File: config.mk
export PLATFORM = sky130hd
export DESIGN_NAME = fd_control_unit_flat
export DESIGN_NICKNAME = d
export VERILOG_FILES = /design/src/rtl/fd_ctrl_pkg.sv /design/src/rtl/fd_ctrl_if.sv /design/src/rtl/fd_ctrl_decoder.sv /design/src/rtl/fd_control_unit.sv /design/src/flat_wrapper.sv
export SDC_FILE = /design/constraint.sdc
export NUM_CORES = 1
export LEC_CHECK = 0
export CAP_MARGIN = 0
export CELL_PAD_IN_SITES_DETAIL_PLACEMENT = 1
export CELL_PAD_IN_SITES_GLOBAL_PLACEMENT = 1
export CORE_UTILIZATION = 33
export DETAILED_ROUTE_END_ITERATION = 8
export PLACE_DENSITY = 0.85
export SETUP_SLACK_MARGIN = 0.02
export SLEW_MARGIN = 20
export SYNTH_ARGS = -nofsm -noshare
export SYNTH_HDL_FRONTEND = slang
export SYNTH_SLANG_ARGS = --single-unit
File: constraint.sdc
create_clock -name clk -period 2.1 [get_ports clk]
set_input_delay 0.315 -clock clk [delete_from_list [all_inputs] [get_ports clk]]
set_output_delay 0.315 -clock clk [all_outputs]
set_load 0.005 [all_outputs]
File: src/rtl/fd_ctrl_pkg.sv
// fd_ctrl_pkg: shared types and encodings for the fd_control_unit block.
// The instruction-field constants follow the RV32I base encoding.
package fd_ctrl_pkg;

  // Control sequencer states
  typedef enum logic [2:0] {
    ST_IDLE   = 3'd0,
    ST_FETCH  = 3'd1,
    ST_DECODE = 3'd2,
    ST_EXEC   = 3'd3,
    ST_MEM    = 3'd4,
    ST_WB     = 3'd5,
    ST_HALT   = 3'd6
  } state_e;

  // Instruction classes produced by the decoder
  typedef enum logic [2:0] {
    CLS_RTYPE   = 3'd0,
    CLS_ADDI    = 3'd1,
    CLS_LW      = 3'd2,
    CLS_SW      = 3'd3,
    CLS_SYSTEM  = 3'd4,
    CLS_ILLEGAL = 3'd5
  } instr_class_e;

  // Major opcodes (IR[6:0])
  localparam logic [6:0] OPC_RTYPE  = 7'b0110011;
  localparam logic [6:0] OPC_ADDI   = 7'b0010011;
  localparam logic [6:0] OPC_LW     = 7'b0000011;
  localparam logic [6:0] OPC_SW     = 7'b0100011;
  localparam logic [6:0] OPC_SYSTEM = 7'b1110011;

  // Datapath operand/write-back select (OP_MEM_I)
  localparam logic [1:0] OPM_ALU_RB  = 2'b00;
  localparam logic [1:0] OPM_ALU_OFF = 2'b01;
  localparam logic [1:0] OPM_LOAD_WB = 2'b10;
  localparam logic [1:0] OPM_STORE   = 2'b11;

  // funct7/funct3 pattern selecting subtract among R-type ops
  localparam logic [6:0] FUNCT7_SUB    = 7'b0100000;
  localparam logic [2:0] FUNCT3_ADDSUB = 3'b000;

endpackage

File: src/rtl/fd_ctrl_if.sv
// fd_ctrl_if: bundle between the control unit (master) and the datapath (slave).
interface fd_ctrl_if #(
  parameter int PC_WIDTH = 32
);
  logic                start;
  logic [31:0]         instruction;
  logic                PC_load;
  logic [PC_WIDTH-1:0] PC_add;
  logic                WE_reg;
  logic                WE_mem;
  logic [1:0]          OP_MEM_I;
  logic                ADD_SUB;
  logic                busy;
  logic                halted;
  logic                illegal;

  modport master (
    input  start, instruction,
    output PC_load, PC_add, WE_reg, WE_mem, OP_MEM_I, ADD_SUB, busy, halted, illegal
  );

  modport slave (
    output start, instruction,
    input  PC_load, PC_add, WE_reg, WE_mem, OP_MEM_I, ADD_SUB, busy, halted, illegal
  );
endinterface

File: src/rtl/fd_ctrl_decoder.sv
// fd_ctrl_decoder: purely combinational instruction classifier. Produces the
// instruction class plus the ALU direction and datapath operand select.
module fd_ctrl_decoder
  import fd_ctrl_pkg::*;
(
  input  logic [31:0]  ir,
  output instr_class_e iclass,
  output logic         add_sub,
  output logic [1:0]   op_mem_i
);

  // Register-index and immediate fields are consumed by the datapath, not here
  logic unused_ir_fields_s;
  assign unused_ir_fields_s = ^{ir[24:15], ir[11:7]};

  // Classify on opcode and derive the per-class datapath controls
  always_comb begin
    iclass   = CLS_ILLEGAL;
    op_mem_i = OPM_ALU_RB;
    add_sub  = 1'b0;
    case (ir[6:0])
      OPC_RTYPE: begin
        iclass   = CLS_RTYPE;
        op_mem_i = OPM_ALU_RB;
        if ((ir[31:25] == FUNCT7_SUB) && (ir[14:12] == FUNCT3_ADDSUB)) begin
          add_sub = 1'b1;
        end else begin
          add_sub = 1'b0;
        end
      end
      OPC_ADDI: begin
        iclass   = CLS_ADDI;
        op_mem_i = OPM_ALU_OFF;
      end
      OPC_LW: begin
        iclass   = CLS_LW;
        op_mem_i = OPM_LOAD_WB;
      end
      OPC_SW: begin
        iclass   = CLS_SW;
        op_mem_i = OPM_STORE;
      end
      OPC_SYSTEM: begin
        iclass = CLS_SYSTEM;
      end
      default: begin
        iclass = CLS_ILLEGAL;
      end
    endcase
  end

endmodule

File: src/rtl/fd_control_unit.sv
// fd_control_unit: multi-cycle sequencer for the fetch/decode/regfile/dmem
// datapath. Strobes are Moore decodes of the state register; only the IDLE
// start load of the PC depends on the start input.
// Optional feature macro: FD_CTRL_PERF_EN adds cycle_cnt and instret_cnt.
module fd_control_unit
  import fd_ctrl_pkg::*;
#(
  parameter int                  PC_WIDTH = 32,
  parameter logic [PC_WIDTH-1:0] PC_STEP  = PC_WIDTH'(4),
  parameter logic [PC_WIDTH-1:0] RESET_PC = PC_WIDTH'(0)
) (
  input  logic         clk,
  input  logic         rst,
  fd_ctrl_if.master    bus
`ifdef FD_CTRL_PERF_EN
  ,
  output logic [31:0]  cycle_cnt,
  output logic [31:0]  instret_cnt
`endif
);

  state_e              state_q, state_d;
  logic [PC_WIDTH-1:0] pc_q, pc_d;
  logic [31:0]         ir_q, ir_d;
  logic                illegal_q, illegal_d;

  logic [PC_WIDTH-1:0] pc_next_s;
  logic [31:0]         dec_ir_s;
  instr_class_e        dec_class_s;
  logic                dec_add_sub_s;
  logic [1:0]          dec_op_s;

  logic                pc_load_s;
  logic [PC_WIDTH-1:0] pc_add_s;
  logic                we_reg_s;
  logic                we_mem_s;
  logic [1:0]          op_mem_i_s;
  logic                add_sub_s;
  logic                busy_s;
  logic                halted_s;
  logic                start_clear_s;

  assign pc_next_s = pc_q + PC_STEP;

  // In DECODE the decoder looks at the live instruction so the HALT decision
  // is made in the same cycle the IR is captured; afterwards it sees the IR
  always_comb begin
    if (state_q == ST_DECODE) begin
      dec_ir_s = bus.instruction;
    end else begin
      dec_ir_s = ir_q;
    end
  end

  assign ir_d = dec_ir_s;

  fd_ctrl_decoder u_decoder (
    .ir       (dec_ir_s),
    .iclass   (dec_class_s),
    .add_sub  (dec_add_sub_s),
    .op_mem_i (dec_op_s)
  );

  // Next-state, PC shadow update and strobe decode
  always_comb begin
    state_d       = state_q;
    pc_d          = pc_q;
    illegal_d     = illegal_q;
    pc_load_s     = 1'b0;
    pc_add_s      = pc_q;
    we_reg_s      = 1'b0;
    we_mem_s      = 1'b0;
    op_mem_i_s    = OPM_ALU_RB;
    add_sub_s     = 1'b0;
    busy_s        = 1'b1;
    halted_s      = 1'b0;
    start_clear_s = 1'b0;
    case (state_q)
      ST_IDLE: begin
        busy_s = 1'b0;
        if (bus.start) begin
          pc_load_s     = 1'b1;
          pc_add_s      = RESET_PC;
          pc_d          = RESET_PC;
          start_clear_s = 1'b1;
          state_d       = ST_FETCH;
        end else begin
          state_d = ST_IDLE;
        end
      end
      ST_FETCH: begin
        state_d = ST_DECODE;
      end
      ST_DECODE: begin
        case (dec_class_s)
          CLS_SYSTEM: begin
            illegal_d = 1'b0;
            state_d   = ST_HALT;
          end
          CLS_ILLEGAL: begin
            illegal_d = 1'b1;
            state_d   = ST_HALT;
          end
          default: begin
            state_d = ST_EXEC;
          end
        endcase
      end
      ST_EXEC: begin
        op_mem_i_s = dec_op_s;
        add_sub_s  = dec_add_sub_s;
        case (dec_class_s)
          CLS_RTYPE, CLS_ADDI: state_d = ST_WB;
          CLS_LW, CLS_SW:      state_d = ST_MEM;
          default: begin
            illegal_d = 1'b1;
            state_d   = ST_HALT;
          end
        endcase
      end
      ST_MEM: begin
        op_mem_i_s = dec_op_s;
        add_sub_s  = dec_add_sub_s;
        if (dec_class_s == CLS_SW) begin
          we_mem_s  = 1'b1;
          pc_load_s = 1'b1;
          pc_add_s  = pc_next_s;
          pc_d      = pc_next_s;
          state_d   = ST_FETCH;
        end else begin
          state_d = ST_WB;
        end
      end
      ST_WB: begin
        op_mem_i_s = dec_op_s;
        add_sub_s  = dec_add_sub_s;
        we_reg_s   = 1'b1;
        pc_load_s  = 1'b1;
        pc_add_s   = pc_next_s;
        pc_d       = pc_next_s;
        state_d    = ST_FETCH;
      end
      ST_HALT: begin
        busy_s   = 1'b0;
        halted_s = 1'b1;
        if (bus.start) begin
          illegal_d     = 1'b0;
          start_clear_s = 1'b1;
          state_d       = ST_IDLE;
        end else begin
          state_d = ST_HALT;
        end
      end
      default: begin
        busy_s  = 1'b0;
        state_d = ST_IDLE;
      end
    endcase
  end

  // Architectural state: FSM, PC shadow, IR and error flag
  always_ff @(posedge clk or posedge rst) begin
    if (rst) begin
      state_q   <= ST_IDLE;
      pc_q      <= RESET_PC;
      ir_q      <= 32'd0;
      illegal_q <= 1'b0;
    end else begin
      state_q   <= state_d;
      pc_q      <= pc_d;
      ir_q      <= ir_d;
      illegal_q <= illegal_d;
    end
  end

  assign bus.PC_load  = pc_load_s;
  assign bus.PC_add   = pc_add_s;
  assign bus.WE_reg   = we_reg_s;
  assign bus.WE_mem   = we_mem_s;
  assign bus.OP_MEM_I = op_mem_i_s;
  assign bus.ADD_SUB  = add_sub_s;
  assign bus.busy     = busy_s;
  assign bus.halted   = halted_s;
  assign bus.illegal  = illegal_q;

`ifdef FD_CTRL_PERF_EN
  logic [31:0] cycle_cnt_q, cycle_cnt_d;
  logic [31:0] instret_cnt_q, instret_cnt_d;
  logic        retire_s;

  // A retiring cycle is any PC advance while busy; the IDLE start load is not busy
  assign retire_s = pc_load_s & busy_s;

  // Counter next values: clear on a start from IDLE/HALT, else count
  always_comb begin
    cycle_cnt_d   = cycle_cnt_q;
    instret_cnt_d = instret_cnt_q;
    if (start_clear_s) begin
      cycle_cnt_d   = 32'd0;
      instret_cnt_d = 32'd0;
    end else begin
      if (busy_s) begin
        cycle_cnt_d = cycle_cnt_q + 32'd1;
      end else begin
        cycle_cnt_d = cycle_cnt_q;
      end
      if (retire_s) begin
        instret_cnt_d = instret_cnt_q + 32'd1;
      end else begin
        instret_cnt_d = instret_cnt_q;
      end
    end
  end

  // Performance counter registers
  always_ff @(posedge clk or posedge rst) begin
    if (rst) begin
      cycle_cnt_q   <= 32'd0;
      instret_cnt_q <= 32'd0;
    end else begin
      cycle_cnt_q   <= cycle_cnt_d;
      instret_cnt_q <= instret_cnt_d;
    end
  end

  assign cycle_cnt   = cycle_cnt_q;
  assign instret_cnt = instret_cnt_q;
`endif

endmodule

File: src/flat_wrapper.sv
// flat-port wrapper written by rule: the top's interface ports become plain ports
module fd_control_unit_flat import fd_ctrl_pkg::*;
#(
  parameter int                  PC_WIDTH = 32,
  parameter logic [PC_WIDTH-1:0] PC_STEP  = PC_WIDTH'(4),
  parameter logic [PC_WIDTH-1:0] RESET_PC = PC_WIDTH'(0)
)
  (clk, rst, bus_start, bus_instruction, bus_PC_load, bus_PC_add, bus_WE_reg, bus_WE_mem, bus_OP_MEM_I, bus_ADD_SUB, bus_busy, bus_halted, bus_illegal);
  fd_ctrl_if #(.PC_WIDTH(PC_WIDTH)) bus_i ();
  input  logic clk;
  input  logic rst;
  input wire logic [$bits(bus_i.start)-1:0] bus_start;
  input wire logic [$bits(bus_i.instruction)-1:0] bus_instruction;
  output wire logic [$bits(bus_i.PC_load)-1:0] bus_PC_load;
  output wire logic [$bits(bus_i.PC_add)-1:0] bus_PC_add;
  output wire logic [$bits(bus_i.WE_reg)-1:0] bus_WE_reg;
  output wire logic [$bits(bus_i.WE_mem)-1:0] bus_WE_mem;
  output wire logic [$bits(bus_i.OP_MEM_I)-1:0] bus_OP_MEM_I;
  output wire logic [$bits(bus_i.ADD_SUB)-1:0] bus_ADD_SUB;
  output wire logic [$bits(bus_i.busy)-1:0] bus_busy;
  output wire logic [$bits(bus_i.halted)-1:0] bus_halted;
  output wire logic [$bits(bus_i.illegal)-1:0] bus_illegal;
  assign bus_i.start = bus_start;
  assign bus_i.instruction = bus_instruction;
  assign bus_PC_load = bus_i.PC_load;
  assign bus_PC_add = bus_i.PC_add;
  assign bus_WE_reg = bus_i.WE_reg;
  assign bus_WE_mem = bus_i.WE_mem;
  assign bus_OP_MEM_I = bus_i.OP_MEM_I;
  assign bus_ADD_SUB = bus_i.ADD_SUB;
  assign bus_busy = bus_i.busy;
  assign bus_halted = bus_i.halted;
  assign bus_illegal = bus_i.illegal;
  fd_control_unit #(.PC_WIDTH(PC_WIDTH), .PC_STEP(PC_STEP), .RESET_PC(RESET_PC)) u_core (.clk(clk), .rst(rst), .bus(bus_i));
endmodule
==> results.tsv, run 1 <==
stage	metric	value	unit
status	outcome	finished with violations	
status	violations	negative setup slack	
floorplanning	fp.dieArea	8997	µm²
synth	synth_cells	298	
min_path	hp-class	in2async	
worst_setup_path	crit_fanout	3	
floorplanning	die_y	94.86	µm
clocking	clockRootBuffer	clkbuf_8	
synth	synth_seq_cells	53	
final_layout	antenna_cells	0	
detailed_routing	top_layer	met4	
timing	min_period	2771	ps
timing	max_freq	0.3609	GHz
synth	syn-num-nets	334	
clocking	clock_sink_count	53	
worst_setup_path	critPathSlowestCell	dfrtp_1	
worst_setup_path	critPathCaptureType	output port	
detailed_routing	via_per_inst	6.148	
final_layout	final_nets	543	
clocking	cts_tree	done	
detailed_routing	ant_nets	0	
synth	synth_edf_count	0	
worst_setup_path	path_class	reg2out	
grt	antenna_found_initial	0	
detailed_routing	drc	0	
timing	setup_viol	41	
floorplanning	ioPinCount	76	
worst_setup_path	worstPathArrival	2460	ps
placement	dp.cells	521	
job	cap_violations	0	
final_layout	fin_cells	613	
timing	period_share	132.0	%
grt	grt_max_degree	34	
worst_setup_path	worstPathRequired	1780	ps
worst_setup_path	reg2reg_slack	-630	ps
detailed_routing	drt-total-wl	17880	µm
synth	async_flop_share	100.0	%
detailed_routing	wire_per_inst	29.17	µm
grt	grt_util_all_layers	34.21	%
grt	first_global_vias	3957	
final_layout	finalInstanceArea	5660	µm²
floorplanning	core_area	8299	µm²
clocking	htreeDepth	2	
placement	gp_congestion	0.8349	
floorplanning	rows	33	
placement	hpwl	6857	µm
synth	ys_types	50	
final_layout	drive_gt1_share	63.98	%
clocking	cts.path.max_buffers	2	
synth	synth.yosys.seq_area_share	46.61	%
floorplanning	start_util	34.28	%
detailed_routing	wl_met2	8907	µm
worst_setup_path	start_kind	flop	
timing	skew	9.007	ps
power	p_leak	2.608	nW
detailed_routing	firstDrtPassIters	5	
synth	avgSynthCellArea	9.548	µm²
clocking	cts_hold_buf	0	
timing	maxSlewHeadroom	66.78	%
synth	synth_area	2845	µm²
worst_setup_path	crit_chain	nand3_4, buf_4, buf_6, nor4_4, buf_4, nand4_1, or3_1, nand3_2, buf_6	
timing	rsz0062_at_grt	yes	
placement	port_buffers	60	
timing	setup_ws	-671.0	ps
synth	synth-main-ff-cell	dfrtp_1	
worst_setup_path	critPathBufInv	4	
worst_setup_path	r2r_cells	15	
power	pwr_density_cell	1105	nW/µm²
timing	tightest_slew	497.6	ps
power	vdd_drop_max	578.2	µV
worst_setup_path	r2r_start	u_core.pc_q[11]	
detailed_routing	route.vias.total	3769	
placement	place_area	4088	µm²
detailed_routing	dr_wl_met3	1094	µm
clocking	cts_buffers	5	
worst_setup_path	cpPeakStageDelay	470	ps
grt	grt_pass1_wl	22380	µm
final_layout	layout-area-overhead-vs-synth	98.94	%
grt	grt_overflow	0	
detailed_routing	met1_length	6783	µm
detailed_routing	drt_first_iter_violations	219	
timing	hold_violations	0	
floorplanning	die_w	94.86	µm
clocking	clk_pin_slew	120	ps
worst_setup_path	reg2reg_to	u_core.pc_q[29]	
worst_setup_path	cp_top_family	simple AND/OR/NAND/NOR gates	
timing	drv_slew	0	
synth	yosysWarnings	0	
clocking	clkLatencyLatePin	340	ps
==> synthesized netlist by cell type (2+ instances only) <==
master    number  area (µm²)
nor2b_1        3       18.77
or4_1          3       22.52
inv_1         15       56.30
or3_1         11       68.82
buf_2          9       45.04
a31oi_1        8       50.05
nor3_1        14       70.07
nand3_1       18       90.09
mux2_2        16       180.2
nand3_2        2       20.02
nor2_1        13       48.80
nor4_4         3       63.81
a21oi_1       14       70.07
and3_1         5       31.28
and4_1         2       17.52
o21ai_0       26       130.1
dfrtp_1       53        1326
a41oi_1        2       17.52
mux2i_1        2       20.02
nand3_4        2       35.03
a211oi_1       4       30.03
a21o_1         5       37.54
nand2b_1       2       12.51
nand2_1       27       101.4
o311ai_0       2       17.52
clkbuf_1       6       22.52
nand4_1        6       37.54
o21ai_1        3       15.01
==> routing by layer <==
layer / vias up / GRT usage (%)
met1: 1929 / 37.06
met3: 91 / 6.763
li1: 1515 / -
met4: 0 / 22.73
met2: 234 / 60.13
met5: - / 0
==> how the worst max path moves through the flow <==
stage	from	to	slack, ps	depth (start not counted)
4_1_cts	u_core.ir_q[4]	bus_PC_add[13]	-470	8
3_5_place_dp	u_core.ir_q[6]	bus_PC_add[12]	-530	7
3_3_place_gp	u_core.ir_q[6]	bus_PC_add[12]	-430	7
2_1_floorplan	u_core.ir_q[4]	bus_PC_add[30]	60	7
5_1_grt	u_core.pc_q[11]	bus_PC_add[29]	-700	9
6_report	u_core.pc_q[11]	bus_PC_add[29]	-670	9
==> through the flow <==
stage / worst slack, ps / util [%] / power [W] / hold WS (ps) / TNS, ps
floorplan: 63.25 / - / 0.002485 / 431.8 / 0
global placement: -434.1 / 49.25 / 0.003396 / 482.4 / -11120
detailed placement: -530.1 / 49.25 / 0.003495 / 491.6 / -13060
CTS: -470.0 / 61.03 / 0.004924 / 336.9 / -12700
global route: -697.5 / 68.20 / 0.006384 / 348.2 / -19540
finish: -671.0 / 68.20 / 0.006257 / 308.2 / -17810
==> placed cells by master (no fill, tap or decap), types with 6 or more instances in the layout <==
cell             Yosys  layout
o21ai_2              0      17
nand3_4              2      10
nor3_1              14      10
buf_12               0       8
buf_6                0      38
nand2_1             27      17
buf_4                0     106
dfrtp_1             53      51
buf_2                9      31
or3_4                0       6
buf_8                0       6
mux2_2              16      16
inv_1               15      13
nor2_1              13       9
nand3_1             18       7
o21ai_4              0       6
nand4_1              6       6
clkdlybuf4s50_1      0      21
==> worst reg2reg max path: cells and delay by family (launching register included) <==
kind          cells  cell delay, ps
simple gates      5             710
flops             1             470
buf+inv          10            1460
==> what timing repair did <==
action	4_1_cts	5_1_grt
gates resized for setup	252	118
buffers inserted	68	32
endpoints found under the hold margin	0	0
cloned	3	0
pin swaps	47	37
setup endpoints to repair	37	51
==> state kept, by name, indices dropped and copies added, names as in the netlist <==
register,flops
u_core.bus.illegal,1
u_core.pc_q,32
u_core.state_q,3
u_core.ir_q,17
==> cells by family (layout without fill, tap and decap cells) <==
logic type | count (synthesis) | after routing | synth area share (%)
xor gates and xnor gates | 1 | 1 | 0.3079
muxes | 18 | 18 | 7.036
buffers and inverters | 31 | 241 | 4.485
AOI/OAI and AO/OA | 73 | 73 | 15.48
DFF | 53 | 53 | 46.61
adders and majority gates | 1 | 1 | 0.4397
and+or+nand+nor | 121 | 121 | 25.64
==> power breakdown <==
group          switching (W)  internal, W
sequential          0.000270      0.00129
combinational        0.00206      0.00197
clock               0.000433     0.000245
total                0.00276      0.00350
==> layout make-up <==
type,instances,area (µm²)
Fill cell,842,2639
Multi-Input combinational cell,214,2086
Timing Repair Buffer,217,1943
Sequential cell,53,1329
Tap cell,105,131.4
Inverter,16,77.57
Clock buffer,5,68.82
Clock inverter,3,25.02
No activity file was read; power rests on OpenSTA's default activity.
==> run 2, diff against run 1 <==
CORE_UTILIZATION = 30   (was 33)
PLACE_DENSITY = 0.79   (was 0.85)
==> run 2 against run 1 <==
Net effect:
- the run still ends with negative setup slack left
- flip-flop and latch count did not move
- clock-buffer cell count unchanged
- non-clock buffer count shrank 21
- final cell count down 2.4%
- via count down 14%
- clock power rose by 13%
==> results.tsv, run 2 (synthesis gave the netlist of run 1 again) <==
stage	metric	value	unit	change
job	cap_violations	0		unchanged
placement	dp.cells	531		+1.9%
grt	grt_max_degree	26		-24%
clocking	cts_tree	done		
final_layout	final-seq-area	1326	µm²	-0.19%
floorplanning	die_w	99.39	µm	+4.8%
power	swShare	39.25	%	-4.8 points
worst_setup_path	reg2reg_slack	-520	ps	+110 ps
clocking	htreeDepth	2		unchanged
min_path	hp-class	in2async		
final_layout	finalInstanceArea	5299	µm²	-6.4%
placement	place_area	4138	µm²	+1.2%
detailed_routing	drt-total-wl	12520	µm	-30%
worst_setup_path	crit_fanout	4		+1
timing	maxSlewHeadroom	67.56	%	+0.78 points
worst_setup_path	reg2reg_to	u_core.pc_q[8]		
final_layout	fin_cells	598		-2.4%
timing	tns	-15440	ps	+2364 ps
timing	rsz0062_at_grt	yes		
status	outcome	finished with violations		
worst_setup_path	worstPathArrival	2350	ps	-110 ps
final_layout	fin_util	57.62	%	-11 points
placement	gp_congestion	0.8035		-3.8%
final_layout	fillerInstances	1008		+20%
timing	min_period	2662	ps	-108.5 ps
final_layout	final_common_cell	buf_4		
power	intPower	0.003365	W	-3.8%
floorplanning	fp.dieArea	9877	µm²	+9.8%
clocking	cts_buffers	5		unchanged
power	pwr-share-seq	26.7	%	+1.8 points
final_layout	final_nets	522		-3.9%
placement	dp_worst_setup_slack	-562.3	ps	-32.23 ps
floorplanning	rows	35		+6.1%
final_layout	layout-area-overhead-vs-synth	86.24	%	
power	p_clk_share	13.8	%	+3.0 points
timing	tightest_slew	485.9	ps	-11.65 ps
worst_setup_path	start_kind	flop		
grt	antenna_found_initial	0		unchanged
grt	grt_overflow	0		unchanged
grt	grt_pass1_wl	19160	µm	-14%
clocking	clk_pin_slew	110	ps	about the same
detailed_routing	wire_per_inst	20.93	µm	-28%
clocking	clkLatencyLatePin	330	ps	about the same
floorplanning	ioPinCount	76		unchanged
final_layout	top_regs	u_core.pc_q x32, u_core.ir_q x17, u_core.state_q x3		
clocking	cts.path.max_buffers	2		unchanged
power	p_comb_share	59.5	%	-4.8 points
detailed_routing	firstDrtPassIters	4		-1
final_layout	regMostFlops	u_core.pc_q		
final_layout	drive_gt1_share	59.14	%	-4.8 points
final_layout	layout_common_cells	buf_4 (97), dfrtp_1 (53), buf_2 (33), buf_6 (28)		
detailed_routing	drc	0		unchanged
grt	grt_util_all_layers	25.12	%	-9.1 points
timing	setup_viol	34		-17%
timing	drv_slew	0		unchanged
detailed_routing	via_per_inst	5.416		-12%
clocking	cts_hold_buf	0		unchanged
worst_setup_path	path_class	reg2out		
worst_setup_path	worstPathRequired	1780	ps	about the same
timing	setup_ws	-562.5	ps	+108.5 ps
grt	first_global_vias	3665		-7.4%
worst_setup_path	r2r_cells	14		-1
clocking	clock_sink_count	53		unchanged
floorplanning	core_area	9196	µm²	+11%
power	vdd_drop_max	495.8	µV	-14%
placement	hpwl	6851	µm	about the same
worst_setup_path	critPathCaptureType	output port		
placement	port_buffers	60		unchanged
floorplanning	start_util	30.94	%	-3.3 points
detailed_routing	route.vias.total	3239		-14%
detailed_routing	ant_nets	0		unchanged
detailed_routing	drt_first_iter_violations	64		-71%
worst_setup_path	r2r_start	u_core.ir_q[6]		
final_layout	largest_reg_flops	32		unchanged
power	p_leak	2.466	nW	-5.4%
status	violations	negative setup slack		
timing	hold_violations	0		unchanged
timing	skew	11.65	ps	+2.646 ps
final_layout	antenna_cells	0		unchanged
power	p_switching	0.002174	W	-21%
timing	period_share	126.8	%	-5.2 points
clocking	clockRootBuffer	clkbuf_8		
floorplanning	die_y	99.39	µm	+4.8%
power	pwr_density_cell	1045	nW/µm²	-5.4%
timing	max_freq	0.3756	GHz	+4.1%
final_layout	multi_input_area	1938	µm²	-7.1%
==> run 2: cell count changes in the layout (fill, tap and decap cells not counted), moves of 4 or more <==
cell / delta
buf_6: -10
dlygate4sd2_1: +5
nand3_1: +5
buf_4: -9
nand3_4: -4
o21ai_4: -4
==> run 2: stage by stage <==
step	hold WS [ps]	total power, W
final	321.6	0.005540
after global placement	483.3	0.003402
after CTS	328.5	0.005384
after floorplan	431.8	0.002485
after detailed placement	488.9	0.003499
after global routing	345.2	0.005805
==> run 2: how the worst max path moves through the flow <==
stage	startpoint	end	slack, ps	depth (start not counted)
after floorplan	u_core.ir_q[4]	bus_PC_add[30]	60	7
after global placement	u_core.ir_q[6]	bus_PC_add[12]	-470	7
after detailed placement	u_core.ir_q[6]	bus_PC_add[12]	-560	7
after global routing	u_core.pc_q[10]	bus_PC_add[21]	-670	9
final	u_core.pc_q[10]	bus_PC_add[21]	-560	9
after CTS	u_core.pc_q[3]	bus_PC_add[30]	-520	9
==> run 2: routing by layer <==
metal  GRT usage (%)  wire length, µm  vias up
met3           4.498              454       40
met2           48.24             6847       97
met4           12.33              531        0
met1           26.13             4683     1635
li1                -                -     1467
met5               0                0        -
==> run 2: layout make-up <==
cell class | count | share of cell area [%]
inverters | 16 | 1.370
multi-input cells | 214 | 36.58
flip-flops and latches | 53 | 25.03
clock buffers | 5 | 1.299
well taps | 111 | 2.621
repair buffers | 196 | 32.21
clock inverters | 3 | 0.8973
==> run 2: critical path, cell delays in order, from the launching register on <==
cell and delay [ps]:
dfrtp_1 430, nand3_4 140, buf_6 160, nor4_4 250, buf_4 180, buf_12 110, nand4_1 170, or3_4 380
o21ai_2 80, buf_2 130
==> run 2: power by group through the flow <==
stage | Combinational (W) | Sequential, W | Clock, W
finish | 0.00330 | 0.00148 | 0.000766
CTS | 0.00314 | 0.00147 | 0.000781
detailed placement | 0.00203 | 0.00147 | 0
global placement | 0.00196 | 0.00145 | 0
global route | 0.00348 | 0.00151 | 0.000818
floorplan | 0.00104 | 0.00144 | 0
==> run 2: repair_timing <==
action | CTS | global route
cloned | 4 | 0
pin swaps | 37 | 23
buffers inserted | 44 | 19
gates resized for setup | 279 | 36
endpoints found under the setup margin | 42 | 40
